**src/rtl/vga_color_unit.sv**
```systemverilog
// Registered pixel-colour stage: programmable column zones, default fg, bg, blinking cursor.
// Latency: exactly one clock from pix_valid/current_bit/col/row to vga_r/g/b and out_valid.
// Backpressure: none; a pixel is accepted every cycle. Config writes take effect at the edge.
//
// Ports:
//   clk, clrn                    pixel clock, synchronous active-low reset
//   pix_valid, current_bit       active-video qualifier and glyph bit for this pixel
//   col, row                     character cell of this pixel
//   frame_start                  one-cycle pulse per frame, drives the cursor blink counter
//   cursor_en/col/row            cursor enable and position
//   cfg_we/addr/wdata            config port: limits, zone colours, default fg, bg
//   vga_r/g/b, out_valid         registered DAC outputs and delayed pixel qualifier
module vga_color_unit #(
    parameter int ZONES        = 2,
    parameter int COL_W        = 8,
    parameter int ROW_W        = 5,
    parameter int CH_W         = 8,
    parameter int BLINK_FRAMES = 30,
    parameter int ADDR_W       = $clog2(2*ZONES+2)
) (
    input  logic              clk,
    input  logic              clrn,
    input  logic              pix_valid,
    input  logic              current_bit,
    input  logic [COL_W-1:0]  col,
    input  logic [ROW_W-1:0]  row,
    input  logic              frame_start,
    input  logic              cursor_en,
    input  logic [COL_W-1:0]  cursor_col,
    input  logic [ROW_W-1:0]  cursor_row,
    input  logic              cfg_we,
    input  logic [ADDR_W-1:0] cfg_addr,
    input  logic [3*CH_W-1:0] cfg_wdata,
    output logic [CH_W-1:0]   vga_r,
    output logic [CH_W-1:0]   vga_g,
    output logic [CH_W-1:0]   vga_b,
    output logic              out_valid
);

    localparam int CW    = 3*CH_W;
    localparam int CNT_W = $clog2(BLINK_FRAMES+1);

    // "F0" channel value generalised: 4'hF in the top nibble, zeros below.
    localparam logic [CH_W-1:0] HI = CH_W'(4'hF) << (CH_W-4);
    localparam logic [CH_W-1:0] LO = '0;

    localparam logic [CW-1:0] RST_COLOUR0 = {LO, HI, HI};  // cyan
    localparam logic [CW-1:0] RST_COLOUR1 = {HI, HI, LO};  // yellow
    localparam logic [CW-1:0] RST_DFG     = {HI, HI, HI};
    localparam logic [CW-1:0] RST_BG      = '0;

    localparam logic [ADDR_W-1:0] ADDR_DFG = ADDR_W'(2*ZONES);
    localparam logic [ADDR_W-1:0] ADDR_BG  = ADDR_W'(2*ZONES+1);

    // ------------------------------------------------------------------
    // Configuration registers
    // ------------------------------------------------------------------
    logic [COL_W-1:0] r_limit  [ZONES];
    logic [CW-1:0]    r_colour [ZONES];
    logic [CW-1:0]    r_default_fg;
    logic [CW-1:0]    r_bg;

    always_ff @(posedge clk) begin
        if (!clrn) begin
            for (int i = 0; i < ZONES; i++) begin
                if (i == 0) begin
                    r_limit[i]  <= COL_W'(8);
                    r_colour[i] <= RST_COLOUR0;
                end else if (i == 1) begin
                    r_limit[i]  <= COL_W'(10);
                    r_colour[i] <= RST_COLOUR1;
                end else begin
                    r_limit[i]  <= '0;
                    r_colour[i] <= '0;
                end
            end
            r_default_fg <= RST_DFG;
            r_bg         <= RST_BG;
        end else if (cfg_we) begin
            for (int i = 0; i < ZONES; i++) begin
                if (cfg_addr == ADDR_W'(i))
                    r_limit[i] <= cfg_wdata[COL_W-1:0];
                if (cfg_addr == ADDR_W'(ZONES+i))
                    r_colour[i] <= cfg_wdata;
            end
            if (cfg_addr == ADDR_DFG)
                r_default_fg <= cfg_wdata;
            if (cfg_addr == ADDR_BG)
                r_bg <= cfg_wdata;
            // Addresses beyond ADDR_BG match nothing above and are dropped.
        end
    end

    // ------------------------------------------------------------------
    // Cursor blink: phase toggles every BLINK_FRAMES frame_start pulses
    // ------------------------------------------------------------------
    logic [CNT_W-1:0] r_blink_cnt;
    logic             r_blink_phase;

    always_ff @(posedge clk) begin
        if (!clrn) begin
            r_blink_cnt   <= '0;
            r_blink_phase <= 1'b0;
        end else if (frame_start) begin
            if (r_blink_cnt == CNT_W'(BLINK_FRAMES-1)) begin
                r_blink_cnt   <= '0;
                r_blink_phase <= ~r_blink_phase;
            end else begin
                r_blink_cnt <= r_blink_cnt + 1'b1;
            end
        end
    end

    // Cursor is visible during phase 0 and shows as an inverted glyph bit.
    logic w_cursor_hit;
    logic w_eff_bit;

    assign w_cursor_hit = cursor_en && (col == cursor_col) && (row == cursor_row)
                          && !r_blink_phase;
    assign w_eff_bit    = current_bit ^ w_cursor_hit;

    // ------------------------------------------------------------------
    // Foreground zone select: lowest-index zone with col < limit wins.
    // A zero limit can never satisfy the unsigned compare, so it disables
    // the zone without a separate enable bit.
    // ------------------------------------------------------------------
    logic [CW-1:0] w_fg;
    logic          w_zone_found;

    always_comb begin
        w_fg         = r_default_fg;
        w_zone_found = 1'b0;
        for (int i = 0; i < ZONES; i++) begin
            if (!w_zone_found && (col < r_limit[i])) begin
                w_fg         = r_colour[i];
                w_zone_found = 1'b1;
            end
        end
    end

    // ------------------------------------------------------------------
    // Output register
    // ------------------------------------------------------------------
    logic [CW-1:0] w_pix_next;
    logic [CW-1:0] r_pix;
    logic          r_out_valid;

    always_comb begin
        w_pix_next = '0;
        if (pix_valid)
            w_pix_next = w_eff_bit ? w_fg : r_bg;
    end

    always_ff @(posedge clk) begin
        if (!clrn) begin
            r_pix       <= '0;
            r_out_valid <= 1'b0;
        end else begin
            r_pix       <= w_pix_next;
            r_out_valid <= pix_valid;
        end
    end

    assign vga_r     = r_pix[CW-1     -: CH_W];
    assign vga_g     = r_pix[2*CH_W-1 -: CH_W];
    assign vga_b     = r_pix[CH_W-1   -: CH_W];
    assign out_valid = r_out_valid;

endmodule

```
**config.mk**
```make
export PLATFORM = sky130hd
export DESIGN_NAME = vga_color_unit
export DESIGN_NICKNAME = d
export VERILOG_FILES = /design/src/rtl/vga_color_unit.sv
export SDC_FILE = /design/constraint.sdc
export NUM_CORES = 1
export LEC_CHECK = 0
export ABC_AREA = 0
export CAP_MARGIN = 40
export CORE_UTILIZATION = 55
export DETAILED_ROUTE_END_ITERATION = 10
export GPL_TIMING_DRIVEN = 0
export HOLD_SLACK_MARGIN = 0.12
export PLACE_DENSITY = 0.82
export SYNTH_ARGS = -nofsm -noshare
export SYNTH_HDL_FRONTEND = slang
export SYNTH_SLANG_ARGS = --single-unit
```
**constraint.sdc**
```tcl
create_clock -name clk -period 7.6 [get_ports clk]
set_input_delay 0.76 -clock clk [delete_from_list [all_inputs] [get_ports clk]]
set_output_delay 0.76 -clock clk [all_outputs]
set_load 0.005 [all_outputs]
```
# [Yosys cells after proc, flatten, opt, wreduce, memory -nomap -nowiden]
# Memory sizes are Yosys's and may differ from the RTL's.
# Index checks and enable logic that the tools add are counted.
[word_totals] reg_bits=79 ram_bits=64 mem_count=2
[classes] n_addsub=1 magnitude_cmp=2 n_eq_ne=8 n_mux=26 bitwise_logic=6 n_reduce_logical=11
[mem_list] name="r_colour" words=2 word_bits=24 rd=2 rd_ports_with_merged_regs=0 wr=2 line="59" source="logic [CW-1:0] r_colour [ZONES];"
[mem_list] name="r_limit" words=2 word_bits=8 rd=2 rd_ports_with_merged_regs=0 wr=2 line="58" source="logic [COL_W-1:0] r_limit [ZONES];"
[op_table] cell="24-bit two-way mux" count=5
[op_table] cell="1-bit two-way mux" count=18
[op_table] cell="8-bit less-than comparator" count=2
[op_table] cell="8-bit two-way mux" count=2
[op_table] cell="8-bit == test" count=1
[op_table] cell="2-bit AND reduction" count=4
[op_table] cell="3-bit by 2-bit == test with 1-bit output (second input constant)" count=2
[op_table] cell="3-bit == test (second input constant)" count=2
[op_table] cell="5-bit by 1-bit adder with 5-bit output (second input constant)" count=1
[op_table] cell="5-bit == test" count=1
[op_table] cell="5-bit == test (second input constant)" count=1
[op_table] cell="5-bit two-way mux" count=1
[op_table] cell="1-bit logical AND" count=4
[op_table] cell="1-bit OR" count=4
[op_table] cell="3-bit by 1-bit == test with 1-bit output (second input constant)" count=1
[op_table] cell="3-bit logical NOT" count=1
[op_table] cell="1-bit logical NOT" count=2
[op_table] cell="1-bit inverter" count=1
[op_table] cell="1-bit XOR" count=1

# [Depth between registers and ports, before layout]
[depth] depth_word=6 depth_mapped=10 depth_no_buf=8

# [Worst setup path after synthesis]
# OpenSTA, ideal clock, no wires.
[synth_timing] path_type="input port to flip-flop" from="in cfg_addr[1]" to="mem r_colour[0][0] (netlist bit), enable pin" setup_ns=0.442 arrival_ns=2.901 slack_ns=4.257 cell_stages=3 path_cell_list="clkbuf_1 -> nand2_1 -> o31ai_1"
[synth_rtl] item="from (decl)" line="32" source="input logic [ADDR_W-1:0] cfg_addr,"
[synth_rtl] item="to (decl)" line="59"

# [Final worst setup path]
[layout_timing] from="in col[2]" to="reg r_pix[17]"
[layout_via] elab_chain_cells=6 elab_cells_between_ends=13 cone_classes="2 x order compare; 1 x eq/ne; 4 x mux; 1 x bitwise; 5 x reduce/logical"
[layout_lines] item="from (decl)" line="25" source="input logic [COL_W-1:0] col,"
[layout_lines] item="8-bit less-than comparator or 8-bit == test (tied branches)" line="134, 118"
[layout_lines] item="1-bit two-way mux or 1-bit logical AND (tied branches)" line="134, 118"
[layout_lines] item="1-bit logical NOT or 1-bit logical AND (tied branches)" line="134, 118"
[layout_lines] item="1-bit logical AND (on tied branches)" line="134, 119"
[layout_lines] item="24-bit two-way mux or 1-bit XOR (tied branches)" line="134, 120"
[layout_lines] item="24-bit two-way mux (*)" line="151" source="w_pix_next = w_eff_bit ? w_fg : r_bg;"
[layout_lines] item="to (signal assigned)" line="159" source="r_pix <= w_pix_next;"
[layout_lines] item="to (decl)" line="145" source="logic [CW-1:0] r_pix;"
# Mark *: on every way between the ends. The rest lies on a longest branch, timed or not.
# A chain may end at the register's enable or synchronous reset.

==> metrics <==
status=complete, no violations; CTS root buffer=clkbuf_8; final critical-path required period=3.00 ns; Crit Path Class=input port to register; Post-synth EDFFs=64; # fillers=756; #FFs+latches synth=143; Worst Setup SP=col[2]; Post-Synthesis Net Count=643; Num CTS Buffers=17; worst stage delay on the critical path=0.48 ns; async set-reset flop share out of synthesis=0; Clock Skew=0.00611 ns; Worst setup SP type=input port; Final Setup Violations=0; final wirelength=14900 um; crit path DAT=3.43 ns; Least-Margin Pin Slew=0.766 ns; hpwl dp=9870 um; Initial Util=0.564; most instantiated cells after synthesis=nand2_1, dfxtp_1, edfxtp_1; ys flop type=dfxtp_1; top-area cell type share of the netlist area=0.316; Final GP Congestion=0.800; largest net degree at the start of global routing=17; Tcrit/Tclk final=0.395; Top Layer Used=met4; CTS tree=built; clock slew at reported path FFs=0.06 ns; total track usage=0.278; Hold Crit Class=register to register; clk buf depth=2; syn_area_per_cell=10.7 um^2; Area after DPL=7140 um^2; H-tree depth=4; # Post-CTS Setup Buffers=0; M1 WL=5820 um; clock sink count=143; top post-synthesis cells by area=edfxtp_1, dfxtp_1, nand2_1; Post-Layout Inst Area=7750 um^2; DRT iter0 DRCs=401; critical path, cell by cell=clkdlybuf4s50_1 > ha_1 > nand2_1 > o21ai_0 > a31oi_1 > o21ai_0 > clkbuf_1 > buf_2 > nand2_1 > a32o_2; worst r2r path cells=10; Hold Buf Count CTS=0; Setup TNS=0 ns; number of buffer cells added on primary ports=82; first-pass GRT wire length=23500 um; Final Max Slew Viols=0; unrepaired setup endpoints after global routing=false; # resized after CTS=0; final-report hold violation count=0; static leakage=0.00297 uW; flop-to-flop setup slack=5.01 ns; share of layout cells above drive strength 1=0.102; Pwr Density=248 nW/um^2; Fin Hold WS=0.465 ns; Die H=107 um; Synth cell types=34; most frequent cell after synthesis=nand2_1; Synth-to-Final Area Change=27.4%; maximum VDD drop=0.169 mV; Setup crit end kind=register; wire length per cell=18.1 um; Met3 Wirelength=1290 um; Reg-to-Reg Start=r_limit[0][2]; ANT cells=0; sequential fraction of the synthesis area=0.576; number of vias per cell=5.62; Max Fclk=0.333 GHz; row cnt=38; TritonRoute pass-1 iters=5; final-stage net count=748; area leader, netlist=edfxtp_1; synthesized cell area=6080 um^2; initial antenna violation count=0; WL met2=7290 um; die area=11500 um^2; worst-skew pair later-pin latency=0.53 ns; CP Max Fanout=10; Residual DRC=0; fin util=0.718; maxcap violations=0; Mapped Cells=567; slowest CP cell=clkdlybuf4s50_1; synth warn=0; critical path capture point=r_pix[17]; total grt overflow=0; CP required=8.03 ns; Power Total=1920 uW; vias in the first global route=4782; Die W=107 um; DR vias=4638; Ports=85; Max-Slew Margin vs Limit=0.488; terminus of the critical flop-to-flop path=r_pix[17]; total core area=10800 um^2; antenna-violating nets left=0
-- cells by family after synthesis --
kind of cell / Yosys count / synth area share
flops: 143 / 0.576
xor+xnor: 19 / 0.0273
fa+ha+maj: 16 / 0.0329
simple gates: 237 / 0.184
mux: 24 / 0.0395
compound gates: 77 / 0.105
buf+inv: 51 / 0.0358
-- worst max-delay path: cells and delay by family --
family,cells,cell delay (ns)
AO/OA/AOI/OAI,4,0.93
adder cells (fa/ha/maj),1,0.33
buffers and inverters,3,1.27
AND/OR/NAND/NOR,2,0.13
-- routing by layer --
| metal | vias up | track usage |
|---|---|---|
| met3 | 47 | 0.0681 |
| li1 | 2165 | - |
| met4 | 0 | 0.143 |
| met1 | 2201 | 0.318 |
| met2 | 225 | 0.482 |
| met5 | - | 0 |
-- worst min-delay path by stage --
stage	end	cells past startpoint	startpoint
floorplan	r_default_fg[12]	2	r_default_fg[12]
global placement	r_bg[6]	2	r_bg[6]
detailed placement	r_pix[4]	1	r_bg[4]
CTS	r_default_fg[11]	2	r_default_fg[11]
global route	r_default_fg[10]	2	r_default_fg[10]
finish	r_bg[17]	2	r_bg[17]
-- where the power goes --
group | switching, uW | internal (uW) | total (uW)
clock | 307 | 547 | 854
combinational | 110 | 102 | 213
sequential | 12.7 | 842 | 855
total | 430 | 1490 | 1920
-- layout make-up --
type                       count  area [um^2]  share of cell area
inverter                      17         63.8             0.00823
clock inverter                12          165              0.0213
tap                          140          175              0.0226
timing repair buffer          86          861               0.111
multi-input combinational    373         2380               0.308
buffer                        34          154              0.0199
clock buffer                  20          445              0.0575
sequential                   143         3500               0.452
-- registers in the layout, indices dropped and copies added (netlist names) --
signal and count:
r_blink_phase 1, r_colour 48, r_default_fg 24, r_bg 24, r_limit 16, r_pix 24
out_valid 1, r_blink_cnt 5
-- metrics by stage --
stage	cells	worst slack (ns)
2_1_floorplan	567	4.26
3_3_place_gp	789	2.58
3_5_place_dp	793	4.08
4_1_cts	825	4.62
5_1_grt	825	4.39
6_report	825	4.60
-- placed cells by master (no fill, tap or decap), types with 17 or more instances in the layout --
cell type and count:
nand2_1 128, clkdlybuf4s50_1 82, dfxtp_1 79, edfxtp_1 64, a21boi_0 36, clkbuf_1 30, and2_1 30, or2_2 25
mux2i_1 24, a32o_1 21, inv_1 17
(Power assumes the default switching activity.)
